[src/rtl/seq_divider.sv]
// seq_divider -- unsigned 20-bit by 16-bit restoring divider, one quotient bit
// per clock, MSB first.
//
// Ports:
//   clk          in   1   clock, rising edge
//   rst_n        in   1   synchronous active-low reset
//   start        in   1   division request, sampled only while idle
//   dividend     in  20   unsigned dividend
//   divisor      in  16   unsigned divisor
//   busy         out  1   high while iterating (RUN)
//   done         out  1   one-cycle pulse when results are valid
//   quotient     out 20   unsigned quotient
//   remainder    out 16   unsigned remainder
//   div_by_zero  out  1   captured divisor was zero; held with the results
//
// A non-zero divisor takes 20 RUN cycles followed by one DONE cycle. A zero
// divisor skips RUN and reports quotient all-ones with the low 16 dividend
// bits as remainder. Results stay on the outputs until the next accepted start.
module seq_divider (
  input  logic        clk,
  input  logic        rst_n,
  input  logic        start,
  input  logic [19:0] dividend,
  input  logic [15:0] divisor,
  output logic        busy,
  output logic        done,
  output logic [19:0] quotient,
  output logic [15:0] remainder,
  output logic        div_by_zero
);

  typedef enum logic [1:0] {
    IDLE = 2'd0,
    RUN  = 2'd1,
    DONE = 2'd2
  } state_t;

  state_t      state_q, state_d;
  logic [4:0]  cnt_q,   cnt_d;
  logic [19:0] dvd_q,   dvd_d;   // dividend, shifted left so bit 19 is the next bit in
  logic [15:0] dsr_q,   dsr_d;
  logic [15:0] rem_q,   rem_d;   // settled remainder, always < divisor
  logic [19:0] quo_q,   quo_d;   // quotient bits shift in at the LSB
  logic        dbz_q,   dbz_d;

  // The shifted partial remainder needs 17 bits: a 16-bit remainder below the
  // divisor, shifted left with a new bit, can reach 2*divisor-1.
  logic [16:0] rem_sh;
  logic [16:0] rem_sub;
  logic        fits;

  always_comb begin
    rem_sh  = {rem_q, dvd_q[19]};
    rem_sub = rem_sh - {1'b0, dsr_q};
    fits    = (rem_sh >= {1'b0, dsr_q});
  end

  always_comb begin
    state_d = state_q;
    cnt_d   = cnt_q;
    dvd_d   = dvd_q;
    dsr_d   = dsr_q;
    rem_d   = rem_q;
    quo_d   = quo_q;
    dbz_d   = dbz_q;
    unique case (state_q)
      IDLE: begin
        if (start) begin
          if (divisor != 16'd0) begin
            dvd_d   = dividend;
            dsr_d   = divisor;
            rem_d   = 16'd0;
            quo_d   = 20'd0;
            dbz_d   = 1'b0;
            cnt_d   = 5'd19;
            state_d = RUN;
          end else begin
            dvd_d   = 20'd0;
            dsr_d   = 16'd0;
            rem_d   = dividend[15:0];
            quo_d   = 20'hFFFFF;
            dbz_d   = 1'b1;
            cnt_d   = 5'd0;
            state_d = DONE;
          end
        end
      end
      RUN: begin
        dvd_d = {dvd_q[18:0], 1'b0};
        if (fits) begin
          // rem_sub < divisor here, so the top bit is always zero.
          rem_d = rem_sub[15:0];
          quo_d = {quo_q[18:0], 1'b1};
        end else begin
          rem_d = rem_sh[15:0];
          quo_d = {quo_q[18:0], 1'b0};
        end
        if (cnt_q == 5'd0) begin
          state_d = DONE;
        end else begin
          cnt_d = cnt_q - 5'd1;
        end
      end
      DONE: begin
        state_d = IDLE;
      end
      default: begin
        state_d = IDLE;
      end
    endcase
  end

  always_ff @(posedge clk) begin
    if (!rst_n) begin
      state_q <= IDLE;
      cnt_q   <= 5'd0;
      dvd_q   <= 20'd0;
      dsr_q   <= 16'd0;
      rem_q   <= 16'd0;
      quo_q   <= 20'd0;
      dbz_q   <= 1'b0;
    end else begin
      state_q <= state_d;
      cnt_q   <= cnt_d;
      dvd_q   <= dvd_d;
      dsr_q   <= dsr_d;
      rem_q   <= rem_d;
      quo_q   <= quo_d;
      dbz_q   <= dbz_d;
    end
  end

  always_comb begin
    busy        = (state_q == RUN);
    done        = (state_q == DONE);
    quotient    = quo_q;
    remainder   = rem_q;
    div_by_zero = dbz_q;
  end

endmodule

[config.mk]
export PLATFORM = sky130hd
export DESIGN_NAME = seq_divider
export DESIGN_NICKNAME = d
export VERILOG_FILES = /design/src/rtl/seq_divider.sv
export SDC_FILE = /design/constraint.sdc
export NUM_CORES = 1
export LEC_CHECK = 0
export ABC_CLOCK_PERIOD_IN_PS = 3200
export CAP_MARGIN = 20
export CORE_ASPECT_RATIO = 1.2
export CORE_MARGIN = 1
export CORE_UTILIZATION = 53
export CTS_CLUSTER_DIAMETER = 200
export CTS_CLUSTER_SIZE = 20
export DETAILED_ROUTE_END_ITERATION = 8
export PLACE_DENSITY = 0.8
export SLEW_MARGIN = 25
export SYNTH_ARGS = -nofsm -noshare
export SYNTH_HDL_FRONTEND = slang
export SYNTH_SLANG_ARGS = --single-unit
[constraint.sdc]
create_clock -name clk -period 3.2 [get_ports clk]
set_clock_uncertainty 0.1 [all_clocks]
set_input_delay 0.96 -clock clk [delete_from_list [all_inputs] [get_ports clk]]
set_output_delay 0.96 -clock clk [all_outputs]
set_load 0.01 [all_outputs]
==> summary by stage <==
Status
The flow ran to the end, and the final reports show no timing, DRC or antenna violations.

Synth
Among all flip-flop cells after synthesis, the most frequent one is dfxtp_1. The number of distinct library cell variants in the gate-level netlist after synthesis is 59. The sequential cell area fraction in the yosys report is 36.9%.

The count of state elements after synthesis is 80. The Yosys step of the flow raised 0 warnings. After synthesis, the cell types taking the most area are dfxtp_1 (37%), a21oi_1 (9.0%), nand2_1 (7.4%), ha_1 (5.2%), o21ai_0 (3.6%).

Averaged over all synthesized cells, the footprint is slightly below 8 um^2. The top cell type's share of synthesized area is 36.9%. For this run, asynchronously set or reset flops after synthesis account for 0%. Counting flops with a built-in enable in the synthesized netlist gives 0.

The synthesized netlist occupies a cell area of ~4300 um^2. The cell count after synthesis is about 560. The cell type contributing the most total cell area after synthesis is dfxtp_1.

Synthesis produced a netlist with a net count of between 600 and 700.

STA
The hold violation count in the final report came to 0. The number of max-slew violations in the final report came to 0. Setup violations remaining at the end of the flow were counted as 0.

The total negative setup slack is 0 ns. After layout, the minimum clock period comes to approximately 2.8 ns. The final critical path takes up around nine tenths of the cycle. Setup repair after global routing left no endpoint under its margin. The transition time at the pin with the least slew margin is 0.574 ns. The worst pin sits at a relative slew slack of approximately three fifths. Based on the critical path, the design can be clocked at up to approximately 360 MHz.

Clock tree
The total number of clock tree sinks is 80. In this run, post-CTS repair resized a total of 0 instances. The total number of H-tree levels is 3. In this run, CTS created clock tree buffers numbering 9. The longest clock path from root to sink contains 2 buffers. The post-cts hold buffer count is 0.

At the later pin of the worst-skew pair, clock insertion delay measures roughly 0.36 ns. The clock transition at the register clock pins on the worst setup and hold paths after CTS is 0.09 ns. The CTS tree is yes. The root buffer cell chosen for the clock tree is clkbuf_8. The post-CTS repair timing setup buffer count is 0.

Floorplanning
After floorplanning, the core was sized to cover about 7800 um^2. The height of the die is slightly above 100 um. The number of placed I/O pins is 78. The area of the die is approximately 8600 um^2. The die extent in x is ~85 um.

The initial utilization of the core area, before any placement, comes to 55.7%. Row generation in the floorplan step produced 35 rows.

Hold path
In this run the worst hold path is classified as flop to flop. The worst hold path passes through 2 cells.

Critical path
The sort of element at the start of the critical path is a flop. Along the worst path, the maximum fanout reaches 12. For the worst flop-to-flop path, the logic depth is 8. The arrival time at the worst endpoint is 2.98 ns.

The critical path capture point type is a flop. For the worst setup path, the data required time is between 3 and 4 ns. The start-to-end type of the worst setup path is flop to flop.

Pwr
The worst voltage drop across the vdd grid is between 400 and 500 uV. The power density normalized to cell area is between 600 and 700 nW/um^2. After layout, the design draws a total of around 3700 uW.

The leakage power summed over all cells is slightly above 0.002 uW.

Route
The detailed router finished its first iteration with about 370 violations. Wires add up to approximately 12000 um. The first TritonRoute pass finished after 7 iterations.

The final antenna-violating net count is 0. The residual DRC count is 0. The average detailed-routed wire length per instance is ~17 um. The routed via count is roughly 4500. Dividing the detail-routed via count by the number of cells gives just over 6.

Layout
The commonest non-fill, non-tap cell in the layout is nand2_1. The area used by sequential logic in the layout is around 1600 um^2. The proportion of layout cells with a drive suffix above 1 is about 6.5%. The cell area after layout is 5390 um^2.

The final net count is between 600 and 700. The area occupied by multi-input gates is ~2500 um^2. The number of inserted filler cells in the final layout is 665. The library cells used most frequently in the layout, excluding fill and tap cells, are nand2_1 (86), dfxtp_1 (80), a21oi_1 (78). The antenna diode count is 0. The area added between synthesis and finish is 24.2%.

Placed design
After legalization and detailed placement, the total HPWL measured a little under 9000 um. The placed instances occupy a cell area of between 5000 and 6000 um^2. The placer's final routability congestion estimate is 0.924. The port buffer count is 77.

GRT
The total overflow left after global routing is 0. The number of global-route vias before repair is 4050. Global routing used about 29% of the available tracks.

Entering global routing, the biggest net connects 58 pins. The initial antenna violation count came to 0. The first global-routing pass estimated just under 20000 um of wire.

Flow run
The max capacitance violation total is 0.
## metal layers
layer / up-vias / GRT usage, % / part of all wire (%) / wire length, um
met5: - / 0 / 0 / 0
met4: 0 / 13.6 / 3.6 / 433
met3: 41 / 4.97 / 5.5 / 665
met2: 175 / 48.0 / 48 / 5800
met1: 2097 / 36.0 / 43 / 5200
li1: 2160 / - / - / -
## path summary, 6_finish.rpt
check                    start       endpoint  slack [ns]
hold reg to reg      dsr_q[11]      dsr_q[11]        0.36
setup reg to reg  remainder[9]  remainder[14]        0.38
setup / recovery  remainder[9]  remainder[14]        0.38
hold / removal       dsr_q[11]      dsr_q[11]        0.36
## report_power, final
group | internal [uW] | total, uW | switching (uW)
Clock | 353 | 742 | 389
Sequential | 1110 | 1230 | 113
Combinational | 744 | 1680 | 937
## kinds of logic after synthesis
group           after synthesis  share of synthesized area [%]
xor+xnor                     13                           2.62
simple gates                180                           19.3
buf+inv                      68                           6.31
compound gates              192                           27.6
fa+ha+maj                    19                           5.65
mux                           7                           1.64
flops                        80                           36.9
## metrics by stage
stage	worst slack (ns)	cells	hold slack [ns]	utilization (%)
after floorplan	0.687	559	0.336	-
after global placement	0.252	703	0.344	66.6
after detailed placement	0.148	703	0.349	66.6
after CTS	0.401	719	0.361	69.2
after global routing	0.206	719	0.374	69.2
final	0.384	719	0.358	69.2
## layout make-up
type | instances | area share (%)
clock inverter | 4 | 0.626
timing repair buffer | 95 | 17.0
multi-input combinational | 411 | 45.7
clock buffer | 12 | 3.06
inverter | 25 | 1.74
tap | 92 | 2.13
sequential | 80 | 29.7
## Yosys cell counts, types with 3 or more instances
library cell	number
nor2_1	23
nand4_1	7
nor3_1	4
nand2_1	86
o21ai_0	31
buf_1	6
xnor2_1	7
o211ai_1	5
mux2i_1	6
a21o_1	10
o22ai_1	5
and3_1	5
a21oi_1	78
o311ai_0	5
ha_1	18
clkbuf_1	34
a31oi_1	24
nor2b_1	3
nand2b_1	3
a211oi_1	7
inv_1	25
dfxtp_1	80
xor2_1	6
nor4_1	6
or3_1	3
nand3_1	28
## worst max-delay path, stage by stage (launching register included)
cell and delay, ns:
dfxtp_1 0.44, ha_1 0.35, a21o_1 0.21, a21o_1 0.18, a2111o_1 0.44, a32oi_4 0.43, buf_4 0.24, a2111oi_0 0.08
nor4_1 0.25
## sequential cells by signal, indices dropped and copies added (netlist names)
name and flops:
dvd_q 20, state_q 2, div_by_zero 1, quotient 20, dsr_q 16, remainder 16, cnt_q 5
Power figures use the tool's default switching activity.
